[config.mk]
export PLATFORM = sky130hd
export DESIGN_NAME = config_read_fifo_flat
export DESIGN_NICKNAME = d
export VERILOG_FILES = /design/src/rtl/config_read_fifo_if.sv /design/src/rtl/config_read_fifo.sv /design/src/flat_wrapper.sv
export SDC_FILE = /design/constraint.sdc
export NUM_CORES = 1
export LEC_CHECK = 0
export ABC_AREA = 1
export BUFFER_PORTS_ARGS = -buffer_cell sky130_fd_sc_hd__clkbuf_2
export CORE_AREA = 2 2 74 62
export DETAILED_ROUTE_END_ITERATION = 10
export DIE_AREA = 0 0 76 64
export GPL_ROUTABILITY_DRIVEN = 0
export PLACE_DENSITY = 0.65
export SYNTH_ARGS = -nofsm -noshare
export SYNTH_HDL_FRONTEND = slang
export SYNTH_SLANG_ARGS = --single-unit
[constraint.sdc]
create_clock -name clk -period 4.45 [get_ports clk]
set_input_delay 0 -clock clk [delete_from_list [all_inputs] [get_ports clk]]
set_output_delay 0 -clock clk [all_outputs]
set_load 0.005 [all_outputs]
[src/rtl/config_read_fifo_if.sv]
// Bus-tap and response-stream signals for config_read_fifo.
// The slave modport is the FIFO's view: it watches the Config bus and
// drives the stream. The master modport is the bus/consumer side.
interface config_read_fifo_if #(
    parameter int DATA_WIDTH = 8
);
    logic                  bus_r_en;
    logic                  bus_w_en;
    logic [DATA_WIDTH-1:0] bus_read_data;
    logic [DATA_WIDTH-1:0] out_data;
    logic                  out_valid;
    logic                  out_ready;

    modport slave (
        input  bus_r_en,
        input  bus_w_en,
        input  bus_read_data,
        input  out_ready,
        output out_data,
        output out_valid
    );

    modport master (
        output bus_r_en,
        output bus_w_en,
        output bus_read_data,
        output out_ready,
        input  out_data,
        input  out_valid
    );
endinterface

[src/rtl/config_read_fifo.sv]
// Captures Config-bus read responses into a small circular FIFO and
// presents them on a valid/ready stream. The bus cannot be stalled, so a
// response arriving while the FIFO is full (and nothing is popped) is
// dropped and reported through the sticky overflow flag.
module config_read_fifo #(
    parameter int DATA_WIDTH = 8,
    parameter int DEPTH      = 4
) (
    input  logic                       clk,
    input  logic                       rst_n,
    input  logic                       clear,
    config_read_fifo_if.slave          bus,
    output logic [$clog2(DEPTH):0]     count,
    output logic                       overflow
);
    localparam int PW = $clog2(DEPTH);
    localparam int CW = PW + 1;
    localparam logic [CW-1:0] FULL_CNT = CW'(DEPTH);

    // Registered state
    logic [DATA_WIDTH-1:0] r_mem [DEPTH];
    logic [PW-1:0]         r_wr_ptr;
    logic [PW-1:0]         r_rd_ptr;
    logic [CW-1:0]         r_count;
    logic                  r_valid;
    logic                  r_overflow;
    logic                  r_cap_pend;

    // Combinational next-state and control
    logic                  w_push;
    logic                  w_pop;
    logic                  w_full;
    logic                  w_write;
    logic                  w_drop;
    logic [PW-1:0]         w_wr_ptr_nxt;
    logic [PW-1:0]         w_rd_ptr_nxt;
    logic [CW-1:0]         w_count_nxt;
    logic                  w_valid_nxt;
    logic                  w_overflow_nxt;
    logic                  w_cap_pend_nxt;

    // Push/pop decisions: a full FIFO still accepts a push when it is popped in the same cycle
    always_comb begin
        w_push  = r_cap_pend;
        w_pop   = r_valid & bus.out_ready;
        w_full  = (r_count == FULL_CNT);
        w_write = w_push & (~w_full | w_pop);
        w_drop  = w_push & w_full & ~w_pop;
    end

    // Next-state for pointers, occupancy, flags and capture; clear overrides everything
    always_comb begin
        w_wr_ptr_nxt   = r_wr_ptr;
        w_rd_ptr_nxt   = r_rd_ptr;
        w_count_nxt    = r_count;
        w_overflow_nxt = r_overflow;
        // r_en wins over w_en on the bus, so only a pure write cycle yields fresh read_data
        w_cap_pend_nxt = bus.bus_w_en & ~bus.bus_r_en;

        if (clear) begin
            w_wr_ptr_nxt   = {PW{1'b0}};
            w_rd_ptr_nxt   = {PW{1'b0}};
            w_count_nxt    = {CW{1'b0}};
            w_overflow_nxt = 1'b0;
            w_cap_pend_nxt = 1'b0;
        end else begin
            if (w_write) begin
                w_wr_ptr_nxt = r_wr_ptr + PW'(1);
            end else begin
                w_wr_ptr_nxt = r_wr_ptr;
            end

            if (w_pop) begin
                w_rd_ptr_nxt = r_rd_ptr + PW'(1);
            end else begin
                w_rd_ptr_nxt = r_rd_ptr;
            end

            case ({w_write, w_pop})
                2'b10:   w_count_nxt = r_count + CW'(1);
                2'b01:   w_count_nxt = r_count - CW'(1);
                default: w_count_nxt = r_count;
            endcase

            if (w_drop) begin
                w_overflow_nxt = 1'b1;
            end else begin
                w_overflow_nxt = r_overflow;
            end
        end

        w_valid_nxt = (w_count_nxt != {CW{1'b0}});
    end

    // Control state register with asynchronous reset
    always_ff @(posedge clk or negedge rst_n) begin
        if (!rst_n) begin
            r_wr_ptr   <= {PW{1'b0}};
            r_rd_ptr   <= {PW{1'b0}};
            r_count    <= {CW{1'b0}};
            r_valid    <= 1'b0;
            r_overflow <= 1'b0;
            r_cap_pend <= 1'b0;
        end else begin
            r_wr_ptr   <= w_wr_ptr_nxt;
            r_rd_ptr   <= w_rd_ptr_nxt;
            r_count    <= w_count_nxt;
            r_valid    <= w_valid_nxt;
            r_overflow <= w_overflow_nxt;
            r_cap_pend <= w_cap_pend_nxt;
        end
    end

    // Storage array; contents are intentionally left unreset
    always_ff @(posedge clk) begin
        if (w_write & ~clear) begin
            r_mem[r_wr_ptr] <= bus.bus_read_data;
        end
    end

    assign bus.out_data  = r_mem[r_rd_ptr];
    assign bus.out_valid = r_valid;
    assign count         = r_count;
    assign overflow      = r_overflow;

endmodule

[src/flat_wrapper.sv]
// flat-port wrapper written by rule: the top's interface ports become plain ports
module config_read_fifo_flat 
#(
    parameter int DATA_WIDTH = 8,
    parameter int DEPTH      = 4
)
  (clk, rst_n, clear, count, overflow, bus_bus_r_en, bus_bus_w_en, bus_bus_read_data, bus_out_ready, bus_out_data, bus_out_valid);
  config_read_fifo_if #(.DATA_WIDTH(DATA_WIDTH)) bus_i ();
  input  logic clk;
  input  logic rst_n;
  input  logic clear;
  output logic [$clog2(DEPTH):0] count;
  output logic overflow;
  input wire logic [$bits(bus_i.bus_r_en)-1:0] bus_bus_r_en;
  input wire logic [$bits(bus_i.bus_w_en)-1:0] bus_bus_w_en;
  input wire logic [$bits(bus_i.bus_read_data)-1:0] bus_bus_read_data;
  input wire logic [$bits(bus_i.out_ready)-1:0] bus_out_ready;
  output wire logic [$bits(bus_i.out_data)-1:0] bus_out_data;
  output wire logic [$bits(bus_i.out_valid)-1:0] bus_out_valid;
  assign bus_i.bus_r_en = bus_bus_r_en;
  assign bus_i.bus_w_en = bus_bus_w_en;
  assign bus_i.bus_read_data = bus_bus_read_data;
  assign bus_i.out_ready = bus_out_ready;
  assign bus_out_data = bus_i.out_data;
  assign bus_out_valid = bus_i.out_valid;
  config_read_fifo #(.DATA_WIDTH(DATA_WIDTH), .DEPTH(DEPTH)) u_core (.clk(clk), .rst_n(rst_n), .clear(clear), .bus(bus_i), .count(count), .overflow(overflow));
endmodule
==> impl_metrics.tcl, run 1 <==
set metrics [dict create \
    grt_pass1_vias 1187 \
    grt_max_degree 19 \
    dp_cells 230 \
    max_slew_margin 0.497 \
    cts_setup_buffers 0 \
    clock_path_buffers 2 \
    cp.buffers_inverters 1 \
    cap_violations 0 \
    antenna_found_initial 0 \
    postRouteAntennaNets 0 \
    finalSetupTns_ns 0 \
    wire_per_inst_um 14.2 \
    post-route-min-period_ns 1.82 \
    cts-root-buf "clkbuf_8" \
    synth_area_mm2 0.00176 \
    rsz0062_at_grt "false" \
    io_buffers 26 \
    die_h_um 64 \
    synthArstFlopShare 0.238 \
    antenna_cells 0 \
    final_cell_count_no_fill 250 \
    routed_wl_mm 3.56 \
    period_share 0.410 \
    p_seq_frac 0.532 \
    final_hold_viol_count 0 \
    cp_max_fo 8 \
    comb_power_share 0.194 \
    ys_types 21 \
    ioPinCount 27 \
    drv_slew 0 \
    fin_ws_ns 2.63 \
    drive_above_1_share 0.212 \
    status "completed" \
    via_count 1213 \
    synth_edf_count 32 \
    drt-pass1-iter-count 4 \
    dieArea_mm2 0.00486 \
    dp_hpwl_mm 2.56 \
    hold_ws_ns 0.0643 \
    cts_tree "yes" \
    fmax_ghz 0.548 \
    power_density_mw_per_mm2 406 \
    die_x_um 76 \
    fin_skew_ns 0.00746 \
    cp-start-kind "flop" \
    crit_chain "nor2_1 -> nand3_1 -> nand2_1 -> inv_2 -> nand2_1 -> nor2_1" \
    avgSynthCellArea_um2 11.8 \
    ys_dominant_reg_cell "edfxtp_1" \
    area_delta_synth_final_pct 22.2 \
    cts_max_level 2 \
    row_count 21 \
    critPathKind "flop to flop" \
    nNetsFinal 211 \
    drt_iter0_drc 135 \
    cp-end-kind "flop" \
    synth_fp_nets 168 \
    power_mw 0.876 \
    crit_required_ns 4.38 \
    peakVddDrop_mv 0.154 \
    ys_seq_area_frac 0.687 \
    arrival_ns 1.75 \
    cts_buffers 5 \
    clkSlewWorstSetupHoldPaths_ns 0.08 \
    drc 0 \
    overflow 0 \
    yosys-top-cells-count "edfxtp_1, nor2_1, inv_1" \
    pwr-share-clk 0.273 \
    final-setup-viol-count 0 \
    critPathTopFamily "simple AND/OR/NAND/NOR gates" \
    grt_pass1_wl_mm 5.82 \
    yosysWarnings 0 \
    post_cts_resized 0 \
    synthesis.instances 149 \
    hold_path_class "input port to flop" \
    insertion_delay_ns 0.30 \
    cp_slowest_cell "nor2_1" \
    ys_seq_elements 42 \
    p_switching_mw 0.257 \
    synth_top_area_frac 0.545 \
    dp_slack_ns 2.61 \
    critPathMaxStageDelay_ns 0.60 \
    p_sw_frac 0.294 \
    yosysMostFrequentCell "edfxtp_1" \
    start_util 0.433 \
    clkSinkCount 42 \
    p_int_mw 0.618 \
    cts_hold_buffers 12 \
    tightest_slew_ns 0.751 \
    core_mm2 0.00407 \
    grtUsageTotal 0.159 \
    p_leak_nw 0.873 \
    synth_top_cell_by_area "edfxtp_1" \
    ys_top_cells_by_area "edfxtp_1, dfrtp_1, nor2_1, o21ai_0, inv_1" \
    drt-vias-per-instance 4.85 \
]
## layer usage
| metal | track usage | wire length [µm] | part of all wire | up-vias |
|---|---|---|---|---|
| li1 | - | - | - | 604 |
| met3 | 0.0508 | 236 | 0.066 | 7 |
| met1 | 0.224 | 1720 | 0.48 | 556 |
| met4 | 0.0614 | 64 | 0.018 | 0 |
| met2 | 0.232 | 1540 | 0.43 | 46 |
| met5 | 0 | 0 | 0 | - |
## worst reg2reg max path: cells and delay by family, from the launching register on
kind | cells | cell delay (ns)
buffers and inverters | 1 | 0.08
and+or+nand+nor | 5 | 0.96
DFF | 1 | 0.43
## final cells by class
cell class	count	area (µm²)
fillers	368	1920
flip-flops and latches	42	1210
multi-input cells	86	465
repair buffers	38	250
inverters	19	72.6
well taps	57	71.3
clock buffers	5	68.8
clock inverters	3	16.3
## logic make-up after synthesis
group                      count (synthesis)  share of synthesized area
DFF                                       42                      0.687
and+or+nand+nor                           52                      0.136
buffers and inverters                     21                     0.0496
adders and majority gates                  5                     0.0397
AOI/OAI and AO/OA                         29                     0.0879
## cells in the final DEF, fill, tap and decap left out, types with 5 or more instances in the layout
| cell | netlist | routed |
|---|---|---|
| nand3_1 | 8 | 8 |
| nor2_1 | 23 | 23 |
| edfxtp_1 | 32 | 32 |
| o22ai_1 | 8 | 8 |
| clkbuf_8 | 0 | 5 |
| clkbuf_2 | 0 | 26 |
| nand2_1 | 12 | 12 |
| dlygate4sd3_1 | 0 | 12 |
| inv_1 | 15 | 15 |
| o21ai_0 | 13 | 13 |
| o21ai_1 | 5 | 5 |
| dfrtp_1 | 10 | 10 |
## final timing paths
| path | from | slack (ns) | to | depth (start not counted) |
|---|---|---|---|---|
| worst max-delay path | u_core.count[0] | 2.63 | u_core.r_mem[3][1] | 6 |
| worst min-delay path | bus_out_ready | 0.06 | u_core.r_rd_ptr[0] | 3 |
| worst max register to register | u_core.count[0] | 2.63 | u_core.r_mem[3][1] | 6 |
| worst min register to register | u_core.overflow | 0.54 | u_core.overflow | 2 |
| max in group asynchronous | rst_n | 4.13 | u_core.r_rd_ptr[0] | 2 |
| min in group asynchronous | rst_n | 0.10 | u_core.count[0] | 2 |
## metrics by stage
stage / utilization / area (µm²)
2_1_floorplan: - / 1760
3_3_place_gp: 0.479 / 1950
3_5_place_dp: 0.479 / 1950
4_1_cts: 0.529 / 2160
5_1_grt: 0.529 / 2160
6_report: 0.529 / 2160
## sequential cells by signal (all words and copies together), names as in the netlist
| signal | count |
|---|---|
| u_core.bus.out_valid | 1 |
| u_core.count | 3 |
| u_core.overflow | 1 |
| u_core.r_cap_pend | 1 |
| u_core.r_mem | 32 |
| u_core.r_rd_ptr | 2 |
| u_core.r_wr_ptr | 2 |
## power by group through the flow
stage | clock, mW | sequential (mW) | combinational (mW)
2_1_floorplan | 0 | 0.467 | 0.106
3_3_place_gp | 0 | 0.473 | 0.156
3_5_place_dp | 0 | 0.475 | 0.162
4_1_cts | 0.242 | 0.466 | 0.171
5_1_grt | 0.260 | 0.469 | 0.192
6_report | 0.239 | 0.466 | 0.170
Power figures use the tool's default switching activity.
==> run 2, diff against run 1 <==
--- a/config.mk
+++ b/config.mk
@@ -5,13 +5,13 @@
 export SDC_FILE = /design/constraint.sdc
 export NUM_CORES = 1
 export LEC_CHECK = 0
-export ABC_AREA = 1
+export ABC_AREA = 0
 export BUFFER_PORTS_ARGS = -buffer_cell sky130_fd_sc_hd__clkbuf_2
-export CORE_AREA = 2 2 74 62
+export CORE_AREA = 2 2 73 61
 export DETAILED_ROUTE_END_ITERATION = 10
-export DIE_AREA = 0 0 76 64
+export DIE_AREA = 0 0 75 63
 export GPL_ROUTABILITY_DRIVEN = 0
-export PLACE_DENSITY = 0.65
+export PLACE_DENSITY = 0.67
 export SYNTH_ARGS = -nofsm -noshare
 export SYNTH_HDL_FRONTEND = slang
 export SYNTH_SLANG_ARGS = --single-unit
==> constraint.sdc (replaced) <==
create_clock -name clk -period 1.7 [get_ports clk]
set_input_delay 0 -clock clk [delete_from_list [all_inputs] [get_ports clk]]
set_output_delay 0 -clock clk [all_outputs]
set_load 0.005 [all_outputs]
==> run 2 against run 1 <==
Effect of this change:
- the flow now finishes with violations (setup timing)
- core utilization rose by 3.0 points
- synthesized cell count decreased by 36%
- sequential cell count unchanged
- final cell count shrank 18%
- total power rose to 2.7 times the previous value
- sequential share of layout area down 2.3 points
- design area grew 4.3%
- clock skew fell by 0.0030 ns
- register-to-register slack worse by 2.6 ns
- largest cell class unchanged
==> impl_metrics.tcl, run 2 <==
set metrics [dict create \
    status "finished with violations" \
    failed_checks "setup timing" \
    synthMuxAreaShare 0.114 \
    synth_edf_count 32 \
    critPathKind "flop to flop" \
    ys_types 25 \
    grtUsageTotal 0.137 \
    final_common_cell "edfxtp_1" \
    tightest_slew_ns 0.417 \
    synthesis.instances 95 \
    cp_slowest_cell "dfrtp_1" \
    antenna_found_initial 0 \
    yosysMostFrequentCell "edfxtp_1" \
    fin_skew_ns 0.00441 \
    ioPinCount 27 \
    grt_max_degree 14 \
    nNetsFinal 167 \
    routed_wl_mm 2.92 \
    synth_top_family_by_area "multiplexers" \
    peakVddDrop_mv 0.523 \
    fin_ws_ns -0.0219 \
    rrSetupSlack_ns -0.02 \
    top_register "u_core.r_mem" \
    crit_required_ns 1.90 \
    start_util 0.437 \
    drt-vias-per-instance 4.65 \
    power_mw 2.34 \
    dp_hpwl_mm 2.09 \
    grt_pass1_vias 1035 \
    final_hold_viol_count 0 \
    arrival_ns 1.92 \
    synth_fa_ha_area_frac 0.0399 \
    r2r_cells 6 \
    die_h_um 63 \
    final-setup-viol-count 1 \
    cts-root-buf "clkbuf_8" \
    cts_max_level 2 \
    drt-pass1-iter-count 4 \
    synthArstFlopShare 0.238 \
    yosysWarnings 0 \
    ys_dominant_reg_cell "edfxtp_1" \
    overflow 0 \
    final_cell_mix "edfxtp_1, clkbuf_2, buf_4, dlygate4sd3_1" \
    finalSetupTns_ns -0.0219 \
    final_area_mm2 0.00225 \
    io_buffers 26 \
    postRouteAntennaNets 0 \
    ys_seq_elements 42 \
    hold_path_depth 2 \
    drive_above_1_share 0.443 \
    die_x_um 75 \
    cts_buffers 5 \
    avgSynthCellArea_um2 18.5 \
    period_share 1.01 \
    synth_top_cell_by_area "edfxtp_1" \
    clock_path_buffers 2 \
    clkSlewWorstSetupHoldPaths_ns 0.07 \
    cp_max_fo 4 \
    largest_reg_flops 32 \
    rsz0062_at_grt "true" \
    yosys-top-cells-count "edfxtp_1, dfrtp_1, nor2_1" \
    antenna_cells 0 \
    critPathMaxStageDelay_ns 0.40 \
    drc 0 \
    max_slew_margin 0.722 \
    via_count 957 \
    place_area_mm2 0.00204 \
    ys_seq_area_frac 0.689 \
    ys_top_cells_by_area "edfxtp_1, dfrtp_1, mux4_2, ha_1, nor2_1" \
    drt_iter0_drc 72 \
    p_leak_nw 0.875 \
    cp-end-kind "flop" \
    synthXorXnorAreaFrac 0.0249 \
    synth_area_mm2 0.00176 \
    post-route-min-period_ns 1.72 \
    clkSinkCount 42 \
    utilization 0.559 \
    cp-start-kind "flop" \
    synth_top_area_frac 0.547 \
    drv_slew 0 \
    cap_violations 0 \
    grt_pass1_wl_mm 4.91 \
    synth_compound_area_frac 0.0527 \
    area_delta_synth_final_pct 27.9 \
    synth_fp_nets 114 \
    yosys.area_share.simple 0.0683 \
    core_mm2 0.00402 \
    fmax_ghz 0.581 \
    row_count 21 \
    dieArea_mm2 0.00473 \
    insertion_delay_ns 0.28 \
    wire_per_inst_um 14.2 \
    crit_chain "and3b_2 -> fa_2 -> and4bb_2 -> a31oi_4 -> xor2_2 -> o22ai_1" \
    power_density_mw_per_mm2 1040 \
    cts_tree "yes" \
    hold_path_class "input port to flop" \
]
==> run 2: cell types whose count changed in the layout (fill, tap and decap cells not counted), sizes merged, moves of 3 or more <==
cell,change
and2,+5
inv,-16
buf,+12
nand2,-13
xor2,+3
o22ai,-7
nand3,-9
mux4,+8
nor2,-14
o21ai,-17
==> run 2: report_power, final <==
part	switching, mW	internal (mW)	leakage (nW)
registers	0.0461	1.15	0.424
logic	0.241	0.305	0.409
clock network	0.315	0.281	0.0416
total	0.602	1.74	0.875
==> run 2: logic make-up (layout without fill, tap and decap cells) <==
kind of cell	count (synthesis)	in the layout
fa+ha+maj	5	5
buf+inv	5	59
flops	42	42
simple gates	21	21
compound gates	7	7
mux	10	10
xor+xnor	5	5
==> run 2: final cells by class <==
type / instances / area [µm²]
Clock buffer: 5 / 68.8
Clock inverter: 3 / 16.3
Fill cell: 328 / 1770
Inverter: 2 / 7.51
Multi-Input combinational cell: 48 / 543
Sequential cell: 42 / 1210
Tap cell: 57 / 71.3
Timing Repair Buffer: 49 / 330
==> run 2: per-layer routing <==
layer	GRT usage	wire, µm	part of all wire
met4	0.0335	0	0
met1	0.180	1340	0.46
met5	0	0	0
met2	0.227	1500	0.51
met3	0.0339	89	0.030
==> run 2: timing repair <==
item                       4_1_cts  5_1_grt
hold buffers                    11        0
hold endpoints to repair        43        0
setup buffers                    0        0
pin swaps                        0        1
gates resized for setup          0        5
setup endpoints to repair        1       34
==> run 2: critical path, delay by kind of cell, from the launching register on <==
kind	cells	cell delay, ns
AO/OA/AOI/OAI	2	0.18
XOR/XNOR	1	0.16
adder cells (fa/ha/maj)	1	0.35
flip-flops	1	0.40
AND/OR/NAND/NOR	2	0.56
==> run 2: final timing paths <==
| kind | from | to |
|---|---|---|
| max | u_core.bus.out_valid | u_core.bus.out_valid |
| min | clear | u_core.count[2] |
| max reg2reg | u_core.bus.out_valid | u_core.bus.out_valid |
| min reg2reg | u_core.overflow | u_core.overflow |
| max in group asynchronous | rst_n | u_core.r_wr_ptr[1] |
| min in group asynchronous | rst_n | u_core.count[1] |
==> run 2: through the flow <==
| step | hold WS, ns | worst slack, ns | std cells |
|---|---|---|---|
| finish | 0.0695 | -0.0219 | 206 |
| global route | 0.0763 | -0.0819 | 206 |
| CTS | 0.0561 | -0.0350 | 206 |
| detailed placement | -0.124 | -0.0111 | 187 |
| global placement | -0.122 | 0.0411 | 187 |
| floorplan | -0.296 | -0.0647 | 95 |
==> run 3, diff against run 2 <==
--- a/config.mk
+++ b/config.mk
@@ -7,11 +7,12 @@
 export LEC_CHECK = 0
 export ABC_AREA = 0
 export BUFFER_PORTS_ARGS = -buffer_cell sky130_fd_sc_hd__clkbuf_2
-export CORE_AREA = 2 2 73 61
+export CORE_AREA = 2 2 97 81
 export DETAILED_ROUTE_END_ITERATION = 10
-export DIE_AREA = 0 0 75 63
+export DIE_AREA = 0 0 99 83
 export GPL_ROUTABILITY_DRIVEN = 0
-export PLACE_DENSITY = 0.67
+export GPL_TIMING_DRIVEN = 0
+export PLACE_DENSITY = 0.43
 export SYNTH_ARGS = -nofsm -noshare
 export SYNTH_HDL_FRONTEND = slang
 export SYNTH_SLANG_ARGS = --single-unit
==> constraint.sdc (replaced) <==
create_clock -name clk -period 2.15 [get_ports clk]
set_input_delay 0 -clock clk [delete_from_list [all_inputs] [get_ports clk]]
set_output_delay 0 -clock clk [all_outputs]
set_load 0.005 [all_outputs]
==> run 3 against run 2 <==
Effect of this change:
- the run now ends clean
- combinational power decreased by 37%
- design area is 2.1% lower
- fmax fell by 11%
- final cell count rose by 12%
- clock skew up 0.0046 ns
- critical endpoint unchanged
- largest power group unchanged
- highest routed layer is now met4
==> impl_metrics.tcl, run 3 (synthesis gave the netlist of run 2 again) <==
set metrics [dict create \
    status "completed" \
    core_mm2 0.00718 \
    area_delta_synth_final_pct 25.2 \
    drt_iter0_drc 14 \
    arrival_ns 2.09 \
    clkSlewWorstSetupHoldPaths_ns 0.08 \
    overflow 0 \
    rsz0062_at_grt "false" \
    max_slew_margin 0.607 \
    hold_ws_ns 0.0298 \
    grtUsageTotal 0.0836 \
    dieArea_mm2 0.00822 \
    final_area_mm2 0.00220 \
    top_register "u_core.r_mem" \
    peakVddDrop_mv 0.256 \
    hold_path_class "input port to flop" \
    nNetsFinal 158 \
    clkSinkCount 42 \
    drt-pass1-iter-count 4 \
    cap_violations 0 \
    utilization 0.306 \
    n_fill_cell 693 \
    die_h_um 83 \
    largest_reg_flops 32 \
    grt_max_degree 15 \
    cts_max_level 2 \
    drt-vias-per-instance 4.13 \
    post_cts_resized 0 \
    cts_setup_buffers 0 \
    wire_per_inst_um 13.5 \
    drv_slew 0 \
    cp-end-kind "flop" \
    final_hold_viol_count 0 \
    cp_max_fo 5 \
    dp_hpwl_mm 2.16 \
    io_buffers 26 \
    power_density_mw_per_mm2 813 \
    die_x_um 99 \
    final_common_cell "edfxtp_1" \
    place_area_mm2 0.00200 \
    cts_buffers 5 \
    p_leak_nw 0.822 \
    antenna_cells 0 \
    cts-root-buf "clkbuf_8" \
    start_util 0.245 \
    period_share 0.898 \
    rrSetupSlack_ns 0.22 \
    via_count 951 \
    fmax_ghz 0.518 \
    row_count 28 \
    tightest_slew_ns 0.589 \
    critPathKind "flop to flop" \
    postRouteAntennaNets 0 \
    antenna_found_initial 0 \
    routed_wl_mm 3.11 \
    cts_hold_buffers 11 \
    dp_slack_ns 0.222 \
    drc 0 \
    insertion_delay_ns 0.29 \
    crit_required_ns 2.31 \
    cp-start-kind "flop" \
    final_cell_count_no_fill 230 \
    ioPinCount 27 \
    final-setup-viol-count 0 \
    clock_path_buffers 2 \
    grt_pass1_vias 1031 \
    power_mw 1.79 \
    post-route-min-period_ns 1.93 \
    cts_tree "yes" \
    final_cell_mix "edfxtp_1, clkbuf_2, dlygate4sd3_1, nor2_1, dfrtp_1" \
    grt_pass1_wl_mm 5.17 \
    fin_ws_ns 0.218 \
    finalSetupTns_ns 0 \
    dp_cells 211 \
    fin_skew_ns 0.00904 \
    drive_above_1_share 0.350 \
]
-- run 3: changes by cell type in the layout (fill, tap and decap cells not counted), moves of 2 or more --
cell	delta
clkbuf_1	+2
buf_4	-12
and2_1	+4
and2_2	-4
-- run 3: final timing paths --
path	from	to	cells after the start
max in group asynchronous	rst_n	u_core.count[1]	2
max	u_core.bus.out_valid	u_core.bus.out_valid	6
max reg2reg	u_core.bus.out_valid	u_core.bus.out_valid	6
min reg2reg	u_core.overflow	u_core.overflow	2
min	clear	u_core.bus.out_valid	3
min in group asynchronous	rst_n	u_core.r_rd_ptr[1]	2
-- run 3: where the power goes --
part | internal (mW) | switching (mW) | total, mW
logic | 0.179 | 0.163 | 0.343
registers | 0.910 | 0.0428 | 0.953
clock network | 0.228 | 0.266 | 0.494
-- run 3: layout make-up --
cell class / instances / area, µm² / share of cell area
buffer: 3 / 12.5 / 0.00569
clock buffer: 5 / 68.8 / 0.0313
clock inverter: 3 / 21.3 / 0.00966
inverter: 2 / 7.51 / 0.00341
multi-input combinational: 48 / 527 / 0.239
sequential: 42 / 1210 / 0.550
tap: 90 / 113 / 0.0512
timing repair buffer: 37 / 240 / 0.109
-- run 3: worst max-delay path, stage by stage, from the launching register on --
cell	delay, ns
dfrtp_1	0.45
and3b_1	0.26
fa_1	0.43
and4bb_2	0.34
a31oi_4	0.04
xor2_1	0.18
o22ai_1	0.10
-- run 3: metal layers --
metal / routed length (µm) / track usage / vias to the layer above
met5: 0 / 0 / -
met4: 46 / 0.0299 / 0
met3: 182 / 0.0345 / 7
met2: 1530 / 0.136 / 24
met1: 1350 / 0.0996 / 473
li1: - / - / 447
